[src/rtl/qkv_host_ctrl.sv]
`default_nettype none
// +---------------------------------------------------------------------------+
// | Module      : qkv_host_ctrl                                               |
// | Description : Host-side sequencer for a QKV projection engine. It streams |
// |               the input and weight memories in from s_*, enables the      |
// |               projection, then reads the output memory back through a     |
// |               2-entry FIFO onto m_*.                                      |
// | Revision    : 1.0 - initial release                                       |
// +---------------------------------------------------------------------------+
// Ports
//   clk, rst (async, active-low)       clock / reset
//   start                              begin a job (sampled only in IDLE)
//   s_data/s_valid/s_ready             load stream (input words, then weights)
//   init, init_input_addr/_wen,        memory initialisation port; the wen
//   init_w_addr/_wen, mem_din          strobes are active-low
//   en / finished                      projection enable / completion
//   fin, fin_output_addr/_wen,         output-memory readback; 1-cycle read
//   out_mem_dout                       latency
//   m_data/m_valid/m_ready             result stream
//   busy, done, error                  status (done is a one-cycle pulse)
// Build option
//   QKV_HOST_TIMEOUT_EN : when defined, RUN is watched for TIMEOUT cycles; on
//   expiry error is raised (sticky until next start/reset) and the job ends
//   without draining.
module qkv_host_ctrl #(
  parameter int DW        = 128,
  parameter int IN_DEPTH  = 32,
  parameter int W_DEPTH   = 1024,
  parameter int OUT_DEPTH = 128,
  parameter int TIMEOUT   = 65535
) (
  input  logic                         clk,
  input  logic                         rst,
  input  logic                         start,
  input  logic [DW-1:0]                s_data,
  input  logic                         s_valid,
  output logic                         s_ready,
  output logic                         init,
  output logic [$clog2(IN_DEPTH)-1:0]  init_input_addr,
  output logic                         init_input_wen,
  output logic [$clog2(W_DEPTH)-1:0]   init_w_addr,
  output logic                         init_w_wen,
  output logic [DW-1:0]                mem_din,
  output logic                         en,
  input  logic                         finished,
  output logic                         fin,
  output logic [$clog2(OUT_DEPTH)-1:0] fin_output_addr,
  output logic                         fin_output_wen,
  input  logic [DW-1:0]                out_mem_dout,
  output logic [DW-1:0]                m_data,
  output logic                         m_valid,
  input  logic                         m_ready,
  output logic                         busy,
  output logic                         done,
  output logic                         error
);

  localparam int IAW = $clog2(IN_DEPTH);
  localparam int WAW = $clog2(W_DEPTH);
  localparam int OAW = $clog2(OUT_DEPTH);
  localparam int LCW = (IAW > WAW) ? IAW : WAW;

  typedef enum logic [2:0] {
    IDLE    = 3'd0,
    LOAD_IN = 3'd1,
    LOAD_W  = 3'd2,
    RUN     = 3'd3,
    DRAIN   = 3'd4,
    DONE    = 3'd5
  } state_t;

  state_t          state_q,    state_d;
  logic [LCW-1:0]  ld_cnt_q,   ld_cnt_d;    // shared load word counter
  logic [OAW-1:0]  rd_addr_q,  rd_addr_d;   // next output-mem address to read
  logic            rd_done_q,  rd_done_d;   // every address has been issued
  logic [OAW-1:0]  pop_cnt_q,  pop_cnt_d;   // words delivered on m_*
  logic            inflight_q, inflight_d;  // read issued last cycle
  logic [DW-1:0]   fifo_q [2];
  logic [DW-1:0]   fifo_d [2];
  logic            wr_ptr_q,   wr_ptr_d;
  logic            rd_ptr_q,   rd_ptr_d;
  logic [1:0]      cnt_q,      cnt_d;

  logic            hs;
  logic            pop;
  logic            issue;

`ifdef QKV_HOST_TIMEOUT_EN
  localparam int TW = $clog2(TIMEOUT + 1);
  logic [TW-1:0]   run_cnt_q,  run_cnt_d;
  logic            error_q,    error_d;
  assign error = error_q;
`else
  logic            unused_cfg;
  assign unused_cfg = (TIMEOUT != 0);
  assign error      = 1'b0;
`endif

  assign fin_output_wen = 1'b1;
  assign m_valid        = (cnt_q != 2'd0);
  assign m_data         = m_valid ? fifo_q[rd_ptr_q] : '0;
  assign pop            = m_valid && m_ready;
  assign hs             = s_valid && ((state_q == LOAD_IN) || (state_q == LOAD_W));

  always_comb begin
    // outputs
    s_ready         = 1'b0;
    init            = 1'b0;
    mem_din         = '0;
    init_input_addr = '0;
    init_input_wen  = 1'b1;
    init_w_addr     = '0;
    init_w_wen      = 1'b1;
    en              = 1'b0;
    fin             = 1'b0;
    fin_output_addr = '0;
    busy            = (state_q != IDLE);
    done            = (state_q == DONE);
    // next state
    state_d    = state_q;
    ld_cnt_d   = ld_cnt_q;
    rd_addr_d  = rd_addr_q;
    rd_done_d  = rd_done_q;
    pop_cnt_d  = pop_cnt_q;
    fifo_d     = fifo_q;
    wr_ptr_d   = wr_ptr_q;
    rd_ptr_d   = rd_ptr_q;
`ifdef QKV_HOST_TIMEOUT_EN
    run_cnt_d  = run_cnt_q;
    error_d    = error_q;
`endif

    // Occupancy after this cycle's push/pop. Counting the pop lets a new
    // read go out in the same cycle a word leaves, which keeps one word per
    // cycle flowing, while the FIFO plus in-flight read never exceeds 2.
    cnt_d = cnt_q + {1'b0, inflight_q} - {1'b0, pop};
    issue = (state_q == DRAIN) && !rd_done_q && (cnt_d < 2'd2);
    inflight_d = issue;

    if (inflight_q) begin
      fifo_d[wr_ptr_q] = out_mem_dout;
      wr_ptr_d         = ~wr_ptr_q;
    end
    if (pop) begin
      rd_ptr_d = ~rd_ptr_q;
    end

    case (state_q)
      IDLE: begin
        if (start) begin
          state_d   = LOAD_IN;
          ld_cnt_d  = '0;
          rd_addr_d = '0;
          rd_done_d = 1'b0;
          pop_cnt_d = '0;
          cnt_d     = 2'd0;
          wr_ptr_d  = 1'b0;
          rd_ptr_d  = 1'b0;
`ifdef QKV_HOST_TIMEOUT_EN
          run_cnt_d = '0;
          error_d   = 1'b0;
`endif
        end
      end
      LOAD_IN: begin
        s_ready         = 1'b1;
        init            = 1'b1;
        mem_din         = s_data;
        init_input_addr = ld_cnt_q[IAW-1:0];
        init_input_wen  = ~s_valid;
        if (hs) begin
          if (ld_cnt_q == LCW'(IN_DEPTH - 1)) begin
            ld_cnt_d = '0;
            state_d  = LOAD_W;
          end else begin
            ld_cnt_d = ld_cnt_q + 1'b1;
          end
        end
      end
      LOAD_W: begin
        s_ready     = 1'b1;
        init        = 1'b1;
        mem_din     = s_data;
        init_w_addr = ld_cnt_q[WAW-1:0];
        init_w_wen  = ~s_valid;
        if (hs) begin
          if (ld_cnt_q == LCW'(W_DEPTH - 1)) begin
            ld_cnt_d = '0;
            state_d  = RUN;
          end else begin
            ld_cnt_d = ld_cnt_q + 1'b1;
          end
        end
      end
      RUN: begin
        en = 1'b1;
        if (finished) begin
          state_d = DRAIN;
        end
`ifdef QKV_HOST_TIMEOUT_EN
        else if (run_cnt_q == TW'(TIMEOUT - 1)) begin
          error_d = 1'b1;
          state_d = DONE;
        end else begin
          run_cnt_d = run_cnt_q + 1'b1;
        end
`endif
      end
      DRAIN: begin
        fin             = 1'b1;
        fin_output_addr = rd_addr_q;
        if (issue) begin
          // The last address is held rather than wrapped.
          if (rd_addr_q == OAW'(OUT_DEPTH - 1)) begin
            rd_done_d = 1'b1;
          end else begin
            rd_addr_d = rd_addr_q + 1'b1;
          end
        end
        if (pop) begin
          if (pop_cnt_q == OAW'(OUT_DEPTH - 1)) begin
            state_d = DONE;
          end else begin
            pop_cnt_d = pop_cnt_q + 1'b1;
          end
        end
      end
      DONE: begin
        state_d = IDLE;
      end
      default: begin
        state_d = IDLE;
      end
    endcase
  end

  always_ff @(posedge clk or negedge rst) begin
    if (!rst) begin
      state_q    <= IDLE;
      ld_cnt_q   <= '0;
      rd_addr_q  <= '0;
      rd_done_q  <= 1'b0;
      pop_cnt_q  <= '0;
      inflight_q <= 1'b0;
      fifo_q[0]  <= '0;
      fifo_q[1]  <= '0;
      wr_ptr_q   <= 1'b0;
      rd_ptr_q   <= 1'b0;
      cnt_q      <= 2'd0;
`ifdef QKV_HOST_TIMEOUT_EN
      run_cnt_q  <= '0;
      error_q    <= 1'b0;
`endif
    end else begin
      state_q    <= state_d;
      ld_cnt_q   <= ld_cnt_d;
      rd_addr_q  <= rd_addr_d;
      rd_done_q  <= rd_done_d;
      pop_cnt_q  <= pop_cnt_d;
      inflight_q <= inflight_d;
      fifo_q     <= fifo_d;
      wr_ptr_q   <= wr_ptr_d;
      rd_ptr_q   <= rd_ptr_d;
      cnt_q      <= cnt_d;
`ifdef QKV_HOST_TIMEOUT_EN
      run_cnt_q  <= run_cnt_d;
      error_q    <= error_d;
`endif
    end
  end

endmodule
`default_nettype wire

[config.mk]
export PLATFORM = sky130hd
export DESIGN_NAME = qkv_host_ctrl
export DESIGN_NICKNAME = d
export VERILOG_FILES = /design/src/rtl/qkv_host_ctrl.sv
export SDC_FILE = /design/constraint.sdc
export NUM_CORES = 1
export LEC_CHECK = 0
export ABC_AREA = 1
export BUFFER_PORTS_ARGS = -buffer_cell sky130_fd_sc_hd__buf_2
export CELL_PAD_IN_SITES_DETAIL_PLACEMENT = 0
export CELL_PAD_IN_SITES_GLOBAL_PLACEMENT = 1
export CORE_ASPECT_RATIO = 1.2
export CORE_MARGIN = 8
export CORE_UTILIZATION = 32
export DETAILED_ROUTE_END_ITERATION = 12
export PLACE_DENSITY_LB_ADDON = 0.1
export SETUP_SLACK_MARGIN = 0.05
export SLEW_MARGIN = 20
export SYNTH_ARGS = -nofsm -noshare
export SYNTH_HDL_FRONTEND = slang
export SYNTH_SLANG_ARGS = --single-unit
[constraint.sdc]
create_clock -name clk -period 1.8 [get_ports clk]
set_input_delay 0 -clock clk [delete_from_list [all_inputs] [get_ports clk]]
set_output_delay 0 -clock clk [all_outputs]
set_load 0.01 [all_outputs]
# Word-level counts from Yosys, hierarchy flattened
# Cells that the tools add are included.
[totals]
inputBits = 262
elab_cells = 114
register_bits = 289
[op_classes]
muxes = 50
bitwise = 5
n_reduce_logical = 18
eq_ne = 21
order_cmp = 4
add_sub_neg = 5
[ops]
columns = ["operator", "n"]
rows = [
  ["128-bit 2-to-1 mux", 6],
  ["256-bit bitwise mux", 1],
  ["128-bit demux with 1-bit select", 1],
  ["10-bit 2-to-1 mux", 6],
  ["7-bit 2-to-1 mux", 6],
  ["10-bit case mux with 3 select lines", 1],
  ["7-bit case mux with 2 select lines", 2],
  ["3-bit 2-to-1 mux", 8],
  ["2-bit != test, second input constant", 8],
  ["4-bit AND reduction", 4],
  ["3-bit case mux with 5 select lines", 1],
  ["7-bit by 1-bit adder with 7-bit output, second input constant", 2],
  ["7-bit equality test, second input constant", 2],
  ["1-bit 2-to-1 mux", 14],
  ["10-bit by 1-bit adder with 10-bit output, second input constant", 1],
  ["10-bit equality test, second input constant", 1],
  ["10-bit by 5-bit equality test with 1-bit output, second input constant", 1],
  ["2-bit by 1-bit != test with 1-bit output, second input constant", 4],
  ["8-bit AND reduction", 1],
  ["3-bit by 2-bit equality test with 1-bit output, second input constant", 2],
  ["3-bit equality test, second input constant", 2],
  ["3-bit nonzero test", 2],
  ["1-bit logical AND", 5],
  ["5-bit 2-to-1 mux", 1],
  ["15 further kinds", 21],
]

# Longest topological paths before layout
# Gate-level depths: netlist of the first run.
[logic_depth]
ltp_word = 7
depth_mapped = 14
ltp_nobuf = 14

# Least setup slack after synthesis of the first run
# No wires, ideal clock.
[synth_timing]
path_kind = "register to register"
from = "register cnt_q[1]"
to = "register rd_addr_q[5]"
path_stages_with_launch = 15
required_ns = 1.681
path_slack_ns = -0.049
period_less_slack_ns = 1.849
t_arrival_ns = 1.730
cell_sequence = "dfrtp_1 -> nor2_1 -> inv_1 -> nand2_1 -> inv_1 -> ha_1 -> inv_1 -> ha_1 -> inv_1 -> nand3_1 -> nand3_1 -> nand2_2 -> nand3_2 -> nand2_1 -> nand2_1"
[synth_between]
elab_chain_cells = 7
[synth_lines]
columns = ["item", "line", "text"]
rows = [
  ["start: declaration", "82", "logic [1:0] cnt_q, cnt_d;"],
  ["start signal: assignment", "264", "cnt_q <= cnt_d;"],
  ["parallel branches: the longest is 2 deep, another holds 2-bit by 1-bit adder with 2-bit output", "n/a", ""],
  ["2-bit by 1-bit subtractor with 2-bit output (*)", "136", "cnt_d = cnt_q + {1'b0, inflight_q} - {1'b0, pop};"],
  ["2-bit < comparator (*)", "137", "issue = (state_q == DRAIN) && !rd_done_q && (cnt_d < 2'd2);"],
  ["1-bit logical AND (*)", "137", ""],
  ["2-bit != test (no line) (*)", "n/a", ""],
  ["4-bit AND reduction (no line) (*)", "n/a", ""],
  ["end signal: assignment", "257", "rd_addr_q <= rd_addr_d;"],
  ["end: declaration", "74", "logic [OAW-1:0] rd_addr_q, rd_addr_d;"],
]
# Every way passes the cells marked *.
# A chain may end at the register's enable or synchronous reset.

# Final worst setup path of the first run
[layout_timing]
from = "register state_q[0]"
to = "output mem_din[54]"
[layout_between]
elab_chain_cells = 3
[layout_lines]
columns = ["item", "line", "text"]
rows = [
  ["start: declaration", "72", "state_t state_q, state_d;"],
  ["start signal: assignment", "255", "state_q <= state_d;"],
  ["3-bit by 1-bit equality test with 1-bit output / 3-bit by 2-bit equality test with 1-bit output (equally long branches)", "148", "case (state_q)"],
  ["2-bit OR reduction (no line) (*)", "n/a", ""],
  ["128-bit 2-to-1 mux (*)", "148", ""],
  ["end: declaration", "43", "output logic [DW-1:0] mem_din,"],
]
# Every way passes the cells marked *; elsewhere a longest branch is shown, timed or not.

==> summary.txt, run 1 <==
Global route
  • Total GRT Usage: 22.40%
  • GR Layer Usage met1: 27.37%
  • Grt peak-use layer: met2
  • GR Util met3: 4.279%
  • Initial antenna violation count: 9
  • Global-route wire length before repair: 91.05 mm
  • M2 GR Usage: 39.14%
  • Largest net degree at the start of global routing: 69
  • Total grt overflow: 0
  • Number of global-route vias before repair: 14.55k

Cells and area
  • Non-filler instance count after layout: 3077
  • Multi-input gate area: 6329 sq um
  • Nets: 2705
  • Register area: 7239 sq um
  • Share of layout cells above drive strength 1: 41.96%
  • P&R area growth vs syn: 56.25%
  • Fillcell total: 4353

Placement
  • IO Port Bufs: 548
  • Final GP Congestion: 0.9165
  • Dpl cells: 2816
  • DP HPWL: 42.95 mm

Setup path
  • Critical-path maximum fanout: 13
  • Largest delay share family, worst path: flip-flops
  • WS Path Type: flop to primary output
  • Slowest Stage Delay on Critical Path: 460 ps
  • Worst EP required: 1800 ps
  • Crit start category: flop
  • Max stage delay cell, worst path: dfrtp_2
  • Worst Path Arrival: 1910 ps
  • Critical-path cell list: nor2_4 -> nand2_4 -> nand2_8 -> inv_16 -> buf_12 -> buf_6 -> nor2_1 -> buf_2
  • WP buf/inv: 4
  • Crit end category: primary output

CTS
  • CTS tree: done
  • CTS buffer count: 35
  • CTS root buffer: clkbuf_16
  • CTS H-tree lvls: 2
  • # clock sinks: 289
  • Clk_lat worst skew: 550 ps
  • CTS Buffer Depth: 3
  • Clock slew at reported path FFs: 60 ps

Logic synthesis
  • Flops & latches, synth: 289
  • Synth warn: 0
  • Post-Syn Nets: 1991
  • Synth area leader: dfrtp_1
  • Mean Syn Cell Area: 8.406 sq um
  • Sequential fraction of the synthesis area: 49.96%
  • Distinct cells, synth: 29
  • Post-synthesis instance area: 14480 sq um
  • Synth area leaders: dfrtp_1, mux2_2, o21ai_0, inv_1, nand2_1
  • Mapped Cells: 1722
  • Top cell type's share of synthesized area: 49.96%

Timing
  • Setup-failing EPs final: 194
  • Tmin final: 1915 ps
  • Hold slack: 90.89 ps
  • Final Hold Fails: 0
  • Setup TNS: -5693 ps
  • Max Slew Vio Count: 0
  • Skew final: 23.89 ps
  • Fmax: 0.5222 GHz
  • Final WS setup: -115.0 ps
  • RSZ-0062 raised after global routing: true
  • Final worst path period share: 106.4%

Power and ir drop
  • Overall Power: 39.40 mW
  • Lkg Pwr: 11.58 nW
  • Peak supply drop: 1079 uV
  • Pwr Density: 1742 nW/um^2

Drt
  • Pre-antenna DRT Iters: 5
  • Vias post-DR: 14.33k
  • # DRC: 0
  • Vias/cell: 4.657
  • Initial DRC count: 768
  • DR WL/cell: 20.65 microns
  • Antenna Nets Post-Route: 0
  • Final wirelength: 63.53 mm

Floorplan
  • Initial core utilization: 32.33%
  • DIE HEIGHT: 249.0 microns
  • Die Span X: 210.2 microns
  • IO Pins: 551
  • Die area: 52330 sq um
  • CORE AREA: 44770 sq um
  • Rows: 85

Run
  • MaxCap Viol Count: 0

Outcome
  • Failing checks: setup timing
  • Status: finished, violations left

Min path
  • Hold WC Path Type: input pin to asynchronous set/reset pin
[cell usage in the layout (no fill, tap or decap), drive strengths merged, types with 2 or more instances in the layout]
cell type    synthesis  routed
diode                0       6
clkinvlp             0       2
xor2                 5       5
nor3                 4       4
nand3               34      34
conb                 2       2
mux2               128     128
a21oi              136     136
clkinv               0       4
o211ai               2       2
nand2              224     225
nor2               186     186
inv                312     314
dlygate4sd3          0     132
o21ai              272     272
clkbuf              56      68
ha                   7       7
buf                 52     638
nand4               11      11
dfrtp              289     289
[where the power goes]
group	switching, mW	internal [mW]
logic	12.5	9.58
clock network	2.92	4.34
registers	1.12	8.97
total	16.5	22.9
[layout make-up]
class / instances / share of cell area [%]
Antenna cell: 6 / 0.06638
Clock buffer: 55 / 4.835
Clock inverter: 8 / 0.3762
Inverter: 312 / 5.294
Multi-Input combinational cell: 1014 / 27.98
Sequential cell: 289 / 32.01
Tap cell: 609 / 3.369
Timing Repair Buffer: 783 / 26.03
Timing Repair inverter: 1 / 0.03872
[state kept, by name, summed over array words and instances (netlist names), 2 cells and up]
register,flops
fifo_q,256
ld_cnt_q,10
pop_cnt_q,7
rd_addr_q,7
state_q,3
cnt_q,2
[cells by family (layout without fill, tap and decap cells)]
kind of cell | count (synthesis) | in the layout | share of synthesized area [%]
compound gates | 411 | 411 | 14.34
buf+inv | 420 | 1159 | 12.01
fa+ha+maj | 7 | 7 | 0.6050
xor+xnor | 5 | 5 | 0.3025
other cells | 2 | 8 | 0.05188
flops | 289 | 289 | 49.96
simple gates | 460 | 461 | 12.77
mux | 128 | 128 | 9.958
[synth_stat cells]
cell / n
nand3_1: 32
nand3_2: 2
xor2_1: 5
a21oi_4: 1
conb_1: 2
buf_2: 29
nor2_1: 182
inv_2: 4
inv_1: 307
buf_1: 5
dfrtp_1: 289
clkbuf_1: 56
a21oi_1: 135
nand4_1: 11
buf_6: 15
nor3_1: 4
o21ai_0: 268
nand2_2: 7
buf_4: 3
nor2_2: 3
inv_4: 1
nand2_1: 217
o21bai_1: 1
mux2_2: 128
o211ai_1: 2
nand3b_1: 1
ha_1: 7
o21ai_1: 4
nor2_4: 1
[metal layers]
metal / share of wire, % / up-vias
met1: 41 / 6904
met3: 5.6 / 101
li1: - / 6889
met4: 3.2 / 10
met5: 0.11 / -
met2: 50 / 427
[final timing paths]
path                                             to              startpoint  slack, ps  cells past startpoint
max in group asynchronous     fifo_q[5]$_DFFE_PN0P_                     rst       1300                      3
min reg2reg                   rd_done_q$_DFFE_PN0P_   rd_done_q$_DFFE_PN0P_        480                      2
min                         fifo_q[202]$_DFFE_PN0P_                     rst         90                      3
max reg2reg                rd_addr_q[3]$_DFFE_PN0P_      cnt_q[0]$_DFF_PN0_        -60                     14
max                                     mem_din[54]  state_q[0]$_DFFE_PN0P_       -120                      8
min in group clk            ld_cnt_q[7]$_DFFE_PN0P_                 s_valid        120                      7
[worst min-delay path: cells and delay by family]
family / cells / cell delay [ps]
buf+inv: 3 / 1000
[per-stage QoR]
stage	setup slack [ps]	area (sq um)	util (%)
6_report	-115.0	22620	50.52
5_1_grt	-181.8	22600	50.48
4_1_cts	-147.8	21380	47.75
3_5_place_dp	-75.48	18060	40.33
3_3_place_gp	-71.35	18060	40.33
2_1_floorplan	56.34	14500	-
[repair_timing]
action | in CTS | in global routing
endpoints found under the setup margin | 288 | 306
cloned | 9 | 20
hold endpoints to repair | 551 | 0
hold buffers | 133 | 0
gates resized for setup | 154 | 263
setup buffers | 13 | 18
pin swaps | 5 | 14
Power figures use the tool's default switching activity.
==> run 2, diff against run 1 <==
- PLACE_DENSITY_LB_ADDON: 0.1 -> 0.2
==> run 2 against run 1 <==
Effect of this change: hold slack better by 13 ps; global-route usage about the same; largest cell class unchanged; the run still ends with setup timing left; cell area increased by 3.8%; clock skew fell by 1.2 ps; maximum frequency shrank 1.4%; first-iteration DRC count up 21%; setup slack worse by 26 ps; sequential power barely moved; register-to-register slack worse by 40 ps.
==> summary.txt, run 2 (synthesis gave the netlist of run 1 again) <==
Outcome
  • Status: finished, violations left
  • Failing checks: setup timing

CTS
  • CTS buffer count: 35 (unchanged)
  • CTS Buffer Depth: 3 (unchanged)
  • # clock sinks: 289 (unchanged)
  • Clock slew at reported path FFs: 60 ps (about the same)
  • CTS root buffer: clkbuf_16
  • CTS tree: done
  • Clk_lat worst skew: 540 ps (about the same)
  • CTS H-tree lvls: 2 (unchanged)

Cells and area
  • Share of layout cells above drive strength 1: 42.97% (+1.0 points)
  • Fillcell total: 4188 (-3.8%)
  • Top reg by flops: fifo_q
  • Commonest non-fill, non-tap cell in the layout: buf_2
  • Max reg flops: 256 (unchanged)
  • P&R area growth vs syn: 62.16%
  • Commonest cells after routing, fill and taps aside: buf_2, inv_1, dfrtp_1
  • Nets: 2735 (+1.1%)
  • Biggest regs: fifo_q x256, ld_cnt_q x10

Timing
  • Final WS setup: -141.4 ps (-26.37 ps)
  • Setup-failing EPs final: 257 (+32%)
  • RSZ-0062 raised after global routing: true
  • Tmin final: 1941 ps (+26.37 ps)
  • Setup TNS: -14710 ps (-9014 ps)
  • Final Hold Fails: 0 (unchanged)
  • Fmax: 0.5151 GHz (-1.4%)
  • Skew final: 22.67 ps (-1.225 ps)
  • Final worst path period share: 107.9% (+1.5 points)
  • Hold slack: 104.0 ps (+13.13 ps)
  • Max Slew Vio Count: 0 (unchanged)

Global route
  • Global-route wire length before repair: 91.29 mm (+0.26%)
  • Number of global-route vias before repair: 14.64k (+0.63%)
  • Initial antenna violation count: 23 (+14)
  • Largest net degree at the start of global routing: 55 (-20%)
  • Total GRT Usage: 22.43% (+0.027 points)
  • Total grt overflow: 0 (unchanged)

Drt
  • Met3 wire length: 4.521 mm (+26%)
  • Vias/cell: 4.687 (+0.64%)
  • DR WL/cell: 20.55 microns (-0.44%)
  • Pre-antenna DRT Iters: 5 (unchanged)
  • Final wirelength: 63.95 mm (+0.66%)
  • DR top layer: met5
  • # DRC: 0 (unchanged)
  • Vias post-DR: 14.58k (+1.8%)
  • Routed length on met1: 26.86 mm (+2.5%)
  • Routed met2 length: 30.80 mm (-2.5%)
  • Initial DRC count: 933 (+21%)
  • Antenna Nets Post-Route: 0 (unchanged)

Placement
  • Final GP Congestion: 0.9102 (-0.69%)
  • Dpl ws: -107.5 ps (-32.00 ps)
  • DP HPWL: 42.34 mm (-1.4%)
  • IO Port Bufs: 548 (unchanged)

Min path
  • Hold WC Path Type: input pin to flop

Floorplan
  • IO Pins: 551 (unchanged)
  • DIE HEIGHT: 249.0 microns (unchanged)
  • Die area: 52330 sq um (unchanged)
  • Die Span X: 210.2 microns (unchanged)
  • Initial core utilization: 32.33% (unchanged)
  • Rows: 85 (unchanged)
  • CORE AREA: 44770 sq um (unchanged)

Power and ir drop
  • Peak supply drop: 753.5 uV (-30%)
  • Pwr Density: 1778 nW/um^2 (+2.1%)
  • Overall Power: 41.73 mW (+5.9%)
  • Lkg Pwr: 11.89 nW (+2.7%)

Setup path
  • Worst EP required: 1800 ps (about the same)
  • Crit end category: primary output
  • Crit start category: flop
  • Critical-path maximum fanout: 5 (-8)
  • WS Path Type: flop to primary output
  • Worst Path Arrival: 1940 ps (+30 ps)

Run
  • MaxCap Viol Count: 0 (unchanged)
-- run 2: worst max-delay path: stages, from the launching register on --
cell and delay, ps:
dfrtp_1 390, nor2_2 170, inv_4 80, buf_12 130
clkbuf_16 150, buf_4 170, o21ai_1 90, a21oi_1 60
buf_2 150
-- run 2: final cells by class --
type / instances / area [sq um] / area share (%)
multi-input cells: 1013 / 6530 / 27.82
repair inverters: 1 / 8.758 / 0.03731
clock buffers: 49 / 1020 / 4.344
well taps: 609 / 762.0 / 3.246
repair buffers: 814 / 6578 / 28.02
inverters: 312 / 1197 / 5.101
clock inverters: 12 / 108.9 / 0.4638
flip-flops and latches: 289 / 7238 / 30.84
diodes: 12 / 30.03 / 0.1279
-- run 2: repair_timing --
item | CTS | global route
setup endpoints to repair | 286 | 297
endpoints found under the hold margin | 552 | 0
gates resized for setup | 164 | 289
setup buffers | 14 | 27
pin swaps | 10 | 18
gates cloned | 16 | 26
hold buffers | 134 | 0
-- run 2: per-stage QoR --
stage          cells  utilization, %  instance area, sq um
6_report        3111           52.42                 23470
4_1_cts         3048           48.67                 21790
3_3_place_gp    2823           40.61                 18180
3_5_place_dp    2823           40.61                 18180
5_1_grt         3102           52.37                 23450
2_1_floorplan   1722               -                 14500
-- run 2: layer usage --
| metal | GRT usage [%] | vias to the layer above |
|---|---|---|
| met5 | 0 | - |
| met4 | 6.551 | 14 |
| met3 | 6.192 | 113 |
| met2 | 37.69 | 473 |
| met1 | 27.72 | 7026 |
| li1 | - | 6956 |
-- run 2: path summary, 6_finish.rpt --
kind                                  startpoint                  endpoint  slack, ps  cells past startpoint
min in group asynchronous                    rst  pop_cnt_q[2]$_DFFE_PN0P_        490                      3
hold reg to reg            rd_done_q$_DFFE_PN0P_     rd_done_q$_DFFE_PN0P_        480                      2
max in group asynchronous                    rst   fifo_q[245]$_DFFE_PN0P_        640                      4
setup reg to reg              cnt_q[1]$_DFF_PN0_  rd_addr_q[5]$_DFFE_PN0P_       -100                     14
hold / removal                           s_valid   ld_cnt_q[3]$_DFFE_PN0P_        100                      7
setup / recovery              cnt_q[1]$_DFF_PN0_               m_data[118]       -140                      8
-- run 2: power by group --
| group | internal, mW | total (mW) | switching, mW |
|---|---|---|---|
| clock network | 4.11 | 7.00 | 2.88 |
| registers | 8.97 | 10.2 | 1.20 |
| logic | 11.3 | 24.6 | 13.3 |
| total | 24.3 | 41.7 | 17.4 |
